**src/rtl/parity_pkg.sv**
```systemverilog
// Definitions shared by the parity generator and the parity checker ends of the link.
// The state type also drives the receiver's debug state port.
package parity_pkg;

    localparam int PAR_EVEN = 0;
    localparam int PAR_ODD  = 1;

    typedef enum logic [1:0] {
        IDLE = 2'd0,
        DATA = 2'd1,
        PAR  = 2'd2,
        STOP = 2'd3
    } parity_state_e;

endpackage

```
**src/rtl/parity_checker_rx_if.sv**
```systemverilog
// Serial-in / word-out bundle for the parity checking receiver.
// Includes the receiver FSM state as a debug output.
interface parity_checker_rx_if #(
    parameter int DATA_W = 3
) ();
    import parity_pkg::*;

    // Handshake: a bit on rx is consumed on every rising edge where in_valid=1.
    // The receiver cannot stall the line, so there is no ready signal.
    // out_valid is a one-cycle pulse that qualifies data, parity_err and frame_err.
    logic              rx;
    logic              in_valid;
    logic [DATA_W-1:0] data;
    logic              out_valid;
    logic              parity_err;
    logic              frame_err;
    logic              busy;
    parity_state_e     state;

    modport master (
        output rx, in_valid,
        input  data, out_valid, parity_err, frame_err, busy, state
    );

    modport slave (
        input  rx, in_valid,
        output data, out_valid, parity_err, frame_err, busy, state
    );

endinterface

```
**src/rtl/parity_checker_rx.sv**
```systemverilog
// Deserialises start/data(LSB first)/parity/stop frames and checks them.
// Reports the word with parity and framing error flags as a one-cycle pulse.
module parity_checker_rx
    import parity_pkg::*;
#(
    parameter int DATA_W = 3,
    parameter int ODD    = PAR_EVEN
) (
    input  logic                clk,
    input  logic                rst,
    parity_checker_rx_if.slave  bus
);

    localparam int   CNT_W   = $clog2(DATA_W + 1);
    localparam logic ODD_BIT = (ODD == PAR_ODD);

    parity_state_e     state_q, state_d;
    logic [CNT_W-1:0]  cnt_q, cnt_d;
    logic [DATA_W-1:0] shift_q, shift_d;
    logic              acc_q, acc_d;
    logic              perr_q, perr_d;
    logic [DATA_W-1:0] data_q, data_d;
    logic              out_valid_q, out_valid_d;
    logic              parity_err_q, parity_err_d;
    logic              frame_err_q, frame_err_d;

    always_ff @(posedge clk) begin
        if (rst) begin
            state_q      <= IDLE;
            cnt_q        <= '0;
            shift_q      <= '0;
            acc_q        <= 1'b0;
            perr_q       <= 1'b0;
            data_q       <= '0;
            out_valid_q  <= 1'b0;
            parity_err_q <= 1'b0;
            frame_err_q  <= 1'b0;
        end else begin
            state_q      <= state_d;
            cnt_q        <= cnt_d;
            shift_q      <= shift_d;
            acc_q        <= acc_d;
            perr_q       <= perr_d;
            data_q       <= data_d;
            out_valid_q  <= out_valid_d;
            parity_err_q <= parity_err_d;
            frame_err_q  <= frame_err_d;
        end
    end

    always_comb begin
        state_d      = state_q;
        cnt_d        = cnt_q;
        shift_d      = shift_q;
        acc_d        = acc_q;
        perr_d       = perr_q;
        data_d       = data_q;
        out_valid_d  = 1'b0;
        parity_err_d = parity_err_q;
        frame_err_d  = frame_err_q;

        if (bus.in_valid) begin
            case (state_q)
                IDLE: begin
                    if (!bus.rx) begin
                        state_d = DATA;
                        cnt_d   = '0;
                        shift_d = '0;
                        acc_d   = 1'b0;
                    end
                end
                DATA: begin
                    // The shift register is cleared at the start bit, so OR-ing in place is enough.
                    shift_d = shift_q | (DATA_W'(bus.rx) << cnt_q);
                    acc_d   = acc_q ^ bus.rx;
                    cnt_d   = cnt_q + CNT_W'(1);
                    if (cnt_q == CNT_W'(DATA_W - 1)) begin
                        state_d = PAR;
                    end
                end
                PAR: begin
                    acc_d   = acc_q ^ bus.rx;
                    perr_d  = (acc_q ^ bus.rx) != ODD_BIT;
                    state_d = STOP;
                end
                STOP: begin
                    // A bad stop bit is flagged, but the word is still delivered.
                    data_d       = shift_q;
                    parity_err_d = perr_q;
                    frame_err_d  = ~bus.rx;
                    out_valid_d  = 1'b1;
                    state_d      = IDLE;
                end
                default: state_d = IDLE;
            endcase
        end
    end

    assign bus.data       = data_q;
    assign bus.out_valid  = out_valid_q;
    assign bus.parity_err = parity_err_q;
    assign bus.frame_err  = frame_err_q;
    assign bus.busy       = (state_q != IDLE);
    assign bus.state      = state_q;

endmodule

```
**src/flat_wrapper.sv**
```systemverilog
// flat-port wrapper written by rule: the top's interface ports become plain ports
module parity_checker_rx_flat import parity_pkg::*;
#(
    parameter int DATA_W = 3,
    parameter int ODD    = PAR_EVEN
)
  (clk, rst, bus_rx, bus_in_valid, bus_data, bus_out_valid, bus_parity_err, bus_frame_err, bus_busy, bus_state);
  parity_checker_rx_if #(.DATA_W(DATA_W)) bus_i ();
  input  logic clk;
  input  logic rst;
  input wire logic [$bits(bus_i.rx)-1:0] bus_rx;
  input wire logic [$bits(bus_i.in_valid)-1:0] bus_in_valid;
  output wire logic [$bits(bus_i.data)-1:0] bus_data;
  output wire logic [$bits(bus_i.out_valid)-1:0] bus_out_valid;
  output wire logic [$bits(bus_i.parity_err)-1:0] bus_parity_err;
  output wire logic [$bits(bus_i.frame_err)-1:0] bus_frame_err;
  output wire logic [$bits(bus_i.busy)-1:0] bus_busy;
  output wire logic [$bits(bus_i.state)-1:0] bus_state;
  assign bus_i.rx = bus_rx;
  assign bus_i.in_valid = bus_in_valid;
  assign bus_data = bus_i.data;
  assign bus_out_valid = bus_i.out_valid;
  assign bus_parity_err = bus_i.parity_err;
  assign bus_frame_err = bus_i.frame_err;
  assign bus_busy = bus_i.busy;
  assign bus_state = bus_i.state;
  parity_checker_rx #(.DATA_W(DATA_W), .ODD(ODD)) u_core (.clk(clk), .rst(rst), .bus(bus_i));
endmodule
```
**config.mk**
```make
export PLATFORM = sky130hd
export DESIGN_NAME = parity_checker_rx_flat
export DESIGN_NICKNAME = d
export VERILOG_FILES = /design/src/rtl/parity_pkg.sv /design/src/rtl/parity_checker_rx_if.sv /design/src/rtl/parity_checker_rx.sv /design/src/flat_wrapper.sv
export SDC_FILE = /design/constraint.sdc
export NUM_CORES = 1
export LEC_CHECK = 0
export CAP_MARGIN = 40
export CORE_MARGIN = 1
export CORE_UTILIZATION = 49
export DETAILED_ROUTE_END_ITERATION = 12
export GPL_TIMING_DRIVEN = 0
export PLACE_DENSITY = 0.75
export SYNTH_ARGS = -nofsm -noshare
export SYNTH_HDL_FRONTEND = slang
export SYNTH_SLANG_ARGS = --single-unit
```
**constraint.sdc**
```tcl
create_clock -name clk -period 2 [get_ports clk]
set_input_delay 0.4 -clock clk [delete_from_list [all_inputs] [get_ports clk]]
set_output_delay 0.4 -clock clk [all_outputs]
set_load 0.02 [all_outputs]
```
---- Word level (Yosys, flattened, before mapping) ----
Index checks and enable logic that the tools add are counted.
storage, ports and cells
  register bits ........................... 15
  input bits .............................. 4
  output and inout port bits .............. 9
  word-level logic and storage cells ...... 42
operators by class
  add/subtract/negate cells ............... 1
  eq/ne operators ......................... 6
  shift-type cells ........................ 1
  multiplexer cells ....................... 10
  bitwise operators ....................... 4
  reduce and logical (&&, ||, !) cells .... 11
operators with widths
  kind                 number
  $reduce_and 3->1     3
  $pmux 2 s4           1
  $eq 2x2->1 const B   3
  $mux 2               3
  $pmux 3 s2           1
  $reduce_bool 2->1    3
  $pmux 2 s2           1
  $reduce_and 2->1     2
  $reduce_or 2->1      2
  $mux 3               1
  $or 3x3->3           1
  $shl 1x2->3          1
  $add 2x1->2 const B  1
  $eq 2x1->1 const B   1
  $logic_not 2->1      1
  $mux 1               2
  $ne 2x1->1 const B   1
  $ne 2x2->1 const B   1
  $not 1->1            2
  $pmux 1 s2           1
  $xor 1x1->1          1

---- Depth between registers and ports, before layout ----
Gate-level depths: netlist of the first run.
  depth in word-level cells ............... 4
  mapped depth ............................ 5
  depth with buffers taken out ............ 5

---- Worst setup path after synthesis of the first run ----
No wires, ideal clock.
  path type ............................... register -> register
  from .................................... register u_core.state_q[0] (netlist: u_core.bus.state[0])
  to ...................................... register u_core.state_q[0] (netlist: u_core.bus.state[0])
  library setup time ...................... 0.087 ns
  data arrival time ....................... 1.633 ns
  data required time ...................... 1.913 ns
  setup slack ............................. 0.280 ns
  stages on the path, launching flop included .. 6
  path buffers ............................ 0
  period minus slack after synthesis ...... 1.720 ns
  cells stage by stage .................... dfxtp_1 -> inv_1 -> ha_1 -> a21bo_1 -> or4_1 -> o31ai_1
between the ends
  word-level cells in the longest chain between the ends .. 3
RTL lines
  what                                                       line                     source
  start: declaration                                         parity_checker_rx.sv:17  parity_state_e state_q, state_d;
  start signal: assignment                                   parity_checker_rx.sv:39  state_q <= state_d;
  $eq 2x1->1 / $logic_not 2->1 (equally long branches)       parity_checker_rx.sv:63  case (state_q)
  $ne 2x1->1 (no line) / $ne 2x2->1 (equally long branches)  --
  $reduce_and 3->1 (no line)                                 --
Parallel ways exist; a longest one is shown, timed or not.
A chain may end at the register's enable or synchronous reset.

---- Worst setup path in the final report of the first run ----
  from .................................... register u_core.state_q[0] (netlist: u_core.bus.state[0])
  to ...................................... output bus_busy
between the ends
  word-level cells in the longest chain between the ends .. 1
RTL lines
  what               line                      source
  $reduce_bool 2->1  parity_checker_rx.sv:103  assign bus.busy = (state_q != IDLE);
  end: declaration   flat_wrapper.sv:17        output wire logic [$bits(bus_i.busy)-1:0] bus_busy;
No other way between the ends.

==> impl_metrics.env, run 1 <==
export IMPL_die_y_um=40.68
export IMPL_r2r_slack_ns=0.29
export IMPL_top_usage_layer="met2"
export IMPL_netlist_area_um2=733.2
export IMPL_synth_top_area_share_pct=40.96
export IMPL_layout_nets=107
export IMPL_synth_most_common_cell="dfxtp_1"
export IMPL_yosys_top_cells_area="dfxtp_1 (41%), ha_1 (10%), nand2b_1 (4.3%), a21oi_1 (4.1%), a311oi_1 (3.6%)"
export IMPL_seq_area_frac_synth_pct=40.96
export IMPL_grt_pass1_vias=511
export IMPL_die_w_um=40.68
export IMPL_area_growth_pct=19.62
export IMPL_use_met2_pct=32.94
export IMPL_grt_start_max_net_pins=11
export IMPL_fmax_mhz=529.2
export IMPL_avgSynthCellArea_um2=8.942
export IMPL_core_mm2=0.001350
export IMPL_met3_usage_pct=4.891
export IMPL_dp_hpwl_um=1015
export IMPL_io_pins=13
export IMPL_netlist_top_cells_count="dfxtp_1 (15), a21oi_1 (6), ha_1 (6), inv_1 (6)"
export IMPL_ys_warn_count=0
export IMPL_synth_edff_count=0
export IMPL_dr_total_vias=604
export IMPL_power_total_mw=0.5931
export IMPL_dp_cells=107
export IMPL_power_switching_mw=0.1633
export IMPL_clkPwrFrac_pct=28.0
export IMPL_cpMostUsedCell="inv_1"
export IMPL_clk_pin_slew_ns=0.08
export IMPL_power_share_sequential_pct=52.8
export IMPL_yosysTopAreaCell="dfxtp_1"
export IMPL_min_from="bus_rx"
export IMPL_fin_ws_ns=0.1102
export IMPL_grt_usage_pct=19.30
export IMPL_antenna_left=0
export IMPL_async_flop_share_pct=0
export IMPL_use_met1_pct=22.92
export IMPL_peakVddDrop_mv=0.3554
export IMPL_rsz0062_at_grt="false"
export IMPL_outcome="complete, no violations"
export IMPL_start_kind="flop"
export IMPL_p_comb_share_pct=19.2
export IMPL_synthesis_instances=82
export IMPL_min_path_type="input port to flop"
export IMPL_reg2reg_from="u_core.bus.state[0]"
export IMPL_slowest_delay_ns=0.41
export IMPL_viasPerCell=5.441
export IMPL_drive_gt1_share_pct=4.167
export IMPL_path_cells="inv_1 -> ha_1 -> inv_1 -> dlygate4sd2_1"
export IMPL_ff2ff_path_depth=5
export IMPL_cp_max_fo=7
export IMPL_tightest_slew_ns=0.4098
export IMPL_critPathArrivalTime_ns=1.49
export IMPL_dr_pass1_iters=4
export IMPL_root_buffer="clkbuf_4"
export IMPL_slowest_stage="dfxtp_1"
export IMPL_worstSetupEndpointType="output pin"
export IMPL_worstPathRequired_ns=1.60
export IMPL_post_route_util_pct=64.97
export IMPL_initialDrtViolationCount=10
export IMPL_synth_cell_type_count=26
export IMPL_synth_nets=92
export IMPL_clkSinkCount=15
export IMPL_ys_flop_type="dfxtp_1"
export IMPL_cts_max_level=1
export IMPL_portBuffers=10
export IMPL_finalSetupViolations=0
export IMPL_final_cell_area_um2=877.1
export IMPL_fin_tns_setup_ns=0
export IMPL_p_int_mw=0.4299
export IMPL_holdWs_ns=0.3446
export IMPL_power_leakage_nw=0.3141
export IMPL_fin_crit_sh_pct=94.49
export IMPL_finalWorstPathRequiredPeriod_ns=1.890
export IMPL_wire_per_inst_um=11.83
export IMPL_drt_wl_total_um=1313
export IMPL_clock_latency_ns=0.27
export IMPL_overflow=0
export IMPL_die_area_mm2=0.001655
export IMPL_dpl_cell_area_um2=852.1
export IMPL_swShare_pct=27.53
export IMPL_grt_pass1_wl_um=2097
export IMPL_finalHoldViolCount=0
export IMPL_power_density_mw_per_mm2=676.2
export IMPL_hold_path_endpoint="u_core.bus.frame_err"
export IMPL_antenna_found_initial=0
export IMPL_ys_ff_latch=15
export IMPL_cts_buffers=3
export IMPL_r2r_end="u_core.bus.state[0]"
export IMPL_start_util_pct=54.31
export IMPL_path_class="flop to output pin"
export IMPL_skew_ns=0.0007442
export IMPL_hold_path_cell_count=2
export IMPL_post_place_ws_ns=0.1398
export IMPL_final_cells=111
export IMPL_drc=0
export IMPL_tritoncts="done"
export IMPL_clockBufferDepth=2
export IMPL_slew_viol_final=0
export IMPL_gp_congestion=0.7290
export IMPL_max_cap_violations=0
export IMPL_slew_headroom_pct=72.68
export IMPL_cts_hold_buf=0
export IMPL_diodes=0
export IMPL_rows=13
what timing repair did:
item                                    4_1_cts  5_1_grt
endpoints found under the setup margin        1        0
hold endpoints to repair                      0        0
resized for setup                             1        0
buffers inserted                              0        0
layer usage:
| metal | vias up | share of wire, % |
|---|---|---|
| met1 | 269 | 49 |
| met4 | 0 | 0 |
| met2 | 17 | 46 |
| met3 | 0 | 5.0 |
| li1 | 318 | - |
| met5 | - | 0 |
power groups by stage:
stage	registers, mW	logic, mW	clock network, mW
global route	0.315	0.126	0.192
floorplan	0.325	0.0743	0
global placement	0.320	0.113	0
CTS	0.314	0.114	0.171
finish	0.313	0.114	0.166
detailed placement	0.321	0.116	0
worst max path at each step:
| stage | startpoint | endpoint | slack, ns | depth (start not counted) |
|---|---|---|---|---|
| 2_1_floorplan | u_core.bus.state[0] | u_core.bus.state[0] | 0.28 | 5 |
| 3_3_place_gp | bus_in_valid | u_core.bus.state[0] | 0.13 | 4 |
| 3_5_place_dp | u_core.bus.state[0] | bus_busy | 0.14 | 4 |
| 4_1_cts | u_core.bus.state[0] | bus_busy | 0.10 | 4 |
| 5_1_grt | u_core.bus.state[0] | bus_busy | 0.002 | 4 |
| 6_report | u_core.bus.state[0] | bus_busy | 0.11 | 4 |
layout by cell type (no fill, tap or decap):
cell             count
o31ai_1              2
a21boi_1             1
clkbuf_1             4
clkbuf_4             3
nand3_1              4
o21ai_0              1
o22ai_1              1
clkdlybuf4s50_1      9
a41oi_1              1
nor2_1               5
or4_1                1
dfxtp_1             15
a21oi_1              6
nor2b_1              2
a311oi_1             3
a21bo_1              1
dlygate4sd2_1        1
a31oi_1              3
inv_1                6
buf_1                1
and4b_1              1
mux2i_1              2
ha_1                 6
or3_1                3
buf_6                1
xnor2_1              1
nand2b_1             5
nand2_1              5
a211oi_1             2
cell families after synthesis:
group | count (synthesis) | share of synthesized area (%)
buffers and inverters | 11 | 6.654
AND/OR/NAND/NOR | 26 | 18.77
flip-flops | 15 | 40.96
XOR/XNOR | 1 | 1.195
adder cells (fa/ha/maj) | 6 | 10.24
multiplexers | 2 | 2.730
AO/OA/AOI/OAI | 21 | 19.45
worst max-delay path: cells and delay by family (launching register included):
family | cells | cell delay (ns)
fa+ha+maj | 1 | 0.28
buf+inv | 3 | 0.53
flops | 1 | 0.41
state kept, by name, summed over array words and instances, names as in the netlist:
register,count
u_core.acc_q,1
u_core.bus.data,3
u_core.bus.frame_err,1
u_core.bus.out_valid,1
u_core.bus.parity_err,1
u_core.bus.state,2
u_core.cnt_q,2
u_core.perr_q,1
u_core.shift_q,3
cell type report:
| class | count | area (um^2) |
|---|---|---|
| fill | 130 | 473.0 |
| multi-input combinational | 56 | 384.1 |
| sequential | 15 | 300.3 |
| timing repair buffer | 10 | 98.84 |
| clock buffer | 4 | 26.28 |
| buffer | 5 | 26.28 |
| inverter | 6 | 22.52 |
| tap | 15 | 18.77 |
No activity file was read; power rests on OpenSTA's default activity.
==> run 2: changes to the inputs <==
CORE_UTILIZATION = 24   (was 49)
PLACE_DENSITY = default   (was 0.75)
==> run 2 against run 1 <==
Net effect: the run now ends with DRC left; register-to-register slack gained 0.04 ns; clock skew grew 0.0019 ns; clock power grew 5%; critical path type unchanged.
==> impl_metrics.env, run 2 (synthesis results as in run 1) <==
export IMPL_outcome="finished with violations"
export IMPL_violations="DRC"
export IMPL_dp_cells=123
export IMPL_drt_wl_total_um=1418
export IMPL_diodes=0
export IMPL_grt_pass1_wl_um=2573
export IMPL_final_cells=127
export IMPL_cp_max_fo=7
export IMPL_power_total_mw=0.6029
export IMPL_finalWorstPathRequiredPeriod_ns=1.869
export IMPL_slew_headroom_pct=70.81
export IMPL_core_mm2=0.002829
export IMPL_drc=2
export IMPL_gp_congestion=0.7156
export IMPL_antenna_left=0
export IMPL_cpMostUsedCell="inv_1"
export IMPL_layout_common_cells="dfxtp_1 (14), clkdlybuf4s50_1 (9), inv_1 (6), a21oi_1 (6), ha_1 (6)"
export IMPL_critPathArrivalTime_ns=1.47
export IMPL_tritoncts="done"
export IMPL_min_from="bus_rx"
export IMPL_antenna_found_initial=0
export IMPL_area_growth_pct=22.53
export IMPL_root_buffer="clkbuf_4"
export IMPL_final_common_cell="dfxtp_1"
export IMPL_swShare_pct=28.57
export IMPL_die_w_um=57.27
export IMPL_path_cells="inv_1 -> ha_1 -> inv_1 -> dlygate4sd2_1"
export IMPL_post_place_ws_ns=0.09206
export IMPL_max_cap_violations=0
export IMPL_multi_input_area_um2=384.1
export IMPL_power_density_mw_per_mm2=671.1
export IMPL_start_kind="flop"
export IMPL_io_pins=13
export IMPL_fin_crit_sh_pct=93.44
export IMPL_cts_buffers=3
export IMPL_fin_tns_setup_ns=0
export IMPL_start_util_pct=25.92
export IMPL_dr_pass1_iters=10
export IMPL_finalHoldViolCount=0
export IMPL_slowest_stage="dfxtp_1"
export IMPL_cts_max_level=1
export IMPL_initialDrtViolationCount=15
export IMPL_rows=19
export IMPL_reg2reg_from="u_core.bus.state[1]"
export IMPL_die_y_um=57.27
export IMPL_skew_ns=0.002639
export IMPL_overflow=0
export IMPL_clkSinkCount=15
export IMPL_rsz0062_at_grt="false"
export IMPL_n_fill_cell=312
export IMPL_layout_nets=107
export IMPL_worstPathRequired_ns=1.60
export IMPL_power_leakage_nw=0.3145
export IMPL_wire_per_inst_um=11.17
export IMPL_post_route_util_pct=31.76
export IMPL_p_comb_share_pct=18.9
export IMPL_tightest_slew_ns=0.4378
export IMPL_dr_total_vias=607
export IMPL_finalSetupViolations=0
export IMPL_slew_viol_final=0
export IMPL_min_path_type="input port to flop"
export IMPL_viasPerCell=4.780
export IMPL_power_switching_mw=0.1722
export IMPL_clock_latency_ns=0.28
export IMPL_clk_pin_slew_ns=0.09
export IMPL_worstSetupEndpointType="output pin"
export IMPL_grt_usage_pct=10.14
export IMPL_p_int_mw=0.4307
export IMPL_fin_ws_ns=0.1312
export IMPL_slowest_delay_ns=0.38
export IMPL_final_cell_area_um2=898.4
export IMPL_holdWs_ns=0.3441
export IMPL_power_share_sequential_pct=52.2
export IMPL_die_area_mm2=0.003280
export IMPL_grt_pass1_vias=612
export IMPL_clkPwrFrac_pct=28.9
export IMPL_peakVddDrop_mv=0.1976
export IMPL_path_class="flop to output pin"
export IMPL_dpl_cell_area_um2=872.1
export IMPL_seqCellArea_um2=301.5
export IMPL_clockBufferDepth=2
export IMPL_fmax_mhz=535.1
export IMPL_crit_start="u_core.bus.state[1]"
export IMPL_drive_gt1_share_pct=5.208
export IMPL_grt_start_max_net_pins=11
export IMPL_portBuffers=10
run 2: path summary, 6_finish.rpt:
path / end / slack [ns] / cells past startpoint
hold / removal: u_core.bus.frame_err / 0.34 / 2
setup reg to reg: u_core.bus.state[0] / 0.33 / 5
hold reg to reg: u_core.bus.data[0] / 0.46 / 2
setup / recovery: bus_busy / 0.13 / 4
run 2: metal layers:
layer / global-route usage, % / vias to the layer above / part of all wire, %
met2: 17.82 / 12 / 49
li1: - / 315 / -
met5: 0 / - / 0
met4: 3.136 / 0 / 0
met1: 11.19 / 280 / 46
met3: 4.082 / 0 / 4.9
run 2: worst max-delay path, delay by kind of cell, from the launching register on:
family	cells	cell delay, ns
DFF	1	0.38
adders and majority gates	1	0.27
buffers and inverters	3	0.54
run 2: what timing repair did:
item | CTS | global route
hold buffers | 0 | 0
setup buffers | 0 | 0
resized for setup | 1 | 1
endpoints found under the setup margin | 1 | 1
pin swaps | 0 | 0
cloned | 0 | 0
run 2: area by class of cell:
cell class / count / share of cell area (%)
buffer: 5 / 2.925
clock buffer: 4 / 2.925
inverter: 6 / 2.507
multi-input combinational: 56 / 42.76
sequential: 15 / 33.57
tap: 31 / 4.318
timing repair buffer: 10 / 11.00
run 2: power groups by stage:
stage | clock network [mW] | logic, mW | registers, mW
2_1_floorplan | 0 | 0.0743 | 0.325
6_report | 0.174 | 0.114 | 0.315
4_1_cts | 0.181 | 0.115 | 0.315
3_3_place_gp | 0 | 0.113 | 0.321
5_1_grt | 0.199 | 0.128 | 0.317
3_5_place_dp | 0 | 0.117 | 0.321
==> run 3: changes to the inputs <==
clock period = 2.3 ns   (was 2 ns; I/O delays follow)
==> run 3 against run 2 <==
Net effect: the flow still finishes with violations (DRC); final area rose by 0.42%; worst setup slack gained 0.35 ns; via count stayed put; clock skew did not move; critical path depth stayed put; count of clock-buffer cells in the layout unchanged; non-clock buffer count unchanged.
==> impl_metrics.env, run 3 (synthesis results as in run 1) <==
export IMPL_die_y_um=57.27
export IMPL_grt_pass1_wl_um=2573
export IMPL_rsz0062_at_grt="false"
export IMPL_skew_ns=0.002639
export IMPL_final_common_cell="dfxtp_1"
export IMPL_grt_start_max_net_pins=11
export IMPL_post_cts_resized=0
export IMPL_fin_crit_sh_pct=79.07
export IMPL_wl_met2_um=692
export IMPL_portBuffers=10
export IMPL_clockBufferDepth=2
export IMPL_drive_gt1_share_pct=5.208
export IMPL_dr_total_vias=607
export IMPL_core_mm2=0.002829
export IMPL_worstSetupEndpointType="output pin"
export IMPL_n_fill_cell=313
export IMPL_tritoncts="done"
export IMPL_initialDrtViolationCount=15
export IMPL_seqCellArea_um2=301.5
export IMPL_final_cells=127
export IMPL_clock_latency_ns=0.28
export IMPL_max_cap_violations=0
export IMPL_critPathArrivalTime_ns=1.36
export IMPL_area_growth_pct=23.04
export IMPL_cts_buffers=3
export IMPL_finalSetupViolations=0
export IMPL_wire_per_inst_um=11.17
export IMPL_start_kind="flop"
export IMPL_rows=19
export IMPL_slew_viol_final=0
export IMPL_clk_pin_slew_ns=0.09
export IMPL_diodes=0
export IMPL_grt_usage_pct=10.14
export IMPL_cts_max_level=1
export IMPL_path_class="flop to output pin"
export IMPL_min_path_type="input port to flop"
export IMPL_power_density_mw_per_mm2=583.1
export IMPL_violations="DRC"
export IMPL_drc=2
export IMPL_io_pins=13
export IMPL_grt_pass1_vias=612
export IMPL_cts_hold_buf=0
export IMPL_gp_congestion=0.7156
export IMPL_finalWorstPathRequiredPeriod_ns=1.819
export IMPL_peakVddDrop_mv=0.1719
export IMPL_root_buffer="clkbuf_4"
export IMPL_worstPathRequired_ns=1.84
export IMPL_finalHoldViolCount=0
export IMPL_cp_max_fo=7
export IMPL_fin_tns_setup_ns=0
export IMPL_antenna_left=0
export IMPL_highest_signal_layer="met3"
export IMPL_layout_nets=107
export IMPL_tightest_slew_ns=0.4380
export IMPL_cts_setup_buffers=0
export IMPL_holdWs_ns=0.4040
export IMPL_clkSinkCount=15
export IMPL_m1WireLength_um=655
export IMPL_die_area_mm2=0.003280
export IMPL_multi_input_area_um2=384.1
export IMPL_dr_wl_met3_um=70
export IMPL_dp_cells=123
export IMPL_outcome="finished with violations"
export IMPL_fmax_mhz=549.9
export IMPL_viasPerCell=4.780
export IMPL_antenna_found_initial=0
export IMPL_power_leakage_nw=0.3260
export IMPL_die_w_um=57.27
export IMPL_overflow=0
export IMPL_drt_wl_total_um=1418
export IMPL_slew_headroom_pct=70.80
export IMPL_start_util_pct=25.92
export IMPL_dr_pass1_iters=10
export IMPL_layout_common_cells="dfxtp_1 (14), clkdlybuf4s50_1 (9), inv_1 (6), a21oi_1 (6), ha_1 (6)"
## run 3: layout make-up
type | instances | share of cell area [%]
Multi-Input combinational cell | 56 | 42.58
Sequential cell | 15 | 33.43
Timing Repair Buffer | 10 | 11.37
Tap cell | 31 | 4.300
Clock buffer | 4 | 2.913
Buffer | 5 | 2.913
Inverter | 6 | 2.497
## run 3: metal layers
| layer | vias up | GRT usage (%) |
|---|---|---|
| met5 | - | 0 |
| met4 | 0 | 3.136 |
| met3 | 0 | 4.082 |
| met2 | 12 | 17.82 |
| met1 | 280 | 11.19 |
| li1 | 315 | - |
## run 3: worst paths after layout
| check | startpoint | end | slack, ns | cells after the start |
|---|---|---|---|---|
| min reg2reg | u_core.bus.data[0] | u_core.bus.data[0] | 0.46 | 2 |
| min | bus_rx | u_core.bus.frame_err | 0.40 | 2 |
| max reg2reg | u_core.bus.state[1] | u_core.bus.state[0] | 0.63 | 5 |
| max | u_core.bus.state[1] | bus_busy | 0.48 | 4 |
## run 3: power breakdown
group / internal, mW / leakage, nW / switching, mW
combinational: 0.0424 / 0.190 / 0.0583
sequential: 0.267 / 0.121 / 0.00713
clock: 0.0673 / 0.0150 / 0.0843
total: 0.376 / 0.326 / 0.150
## run 3: critical path: stages, from the launching register on
cell	delay (ns)
dfxtp_1	0.38
inv_1	0.10
ha_1	0.27
inv_1	0.10
dlymetal6s2s_1	0.23
## run 3: through the flow
stage	instance area (um^2)	utilization [%]	setup WS, ns	total power, mW
final	902.1	31.89	0.4813	0.5261
after global routing	902.1	31.89	0.3687	0.5614
after detailed placement	872.1	30.83	0.3321	0.3815
after floorplan	733.2	-	0.5802	0.3476
after CTS	898.4	31.76	0.006593	0.5337
after global placement	872.1	30.83	0.3759	0.3772
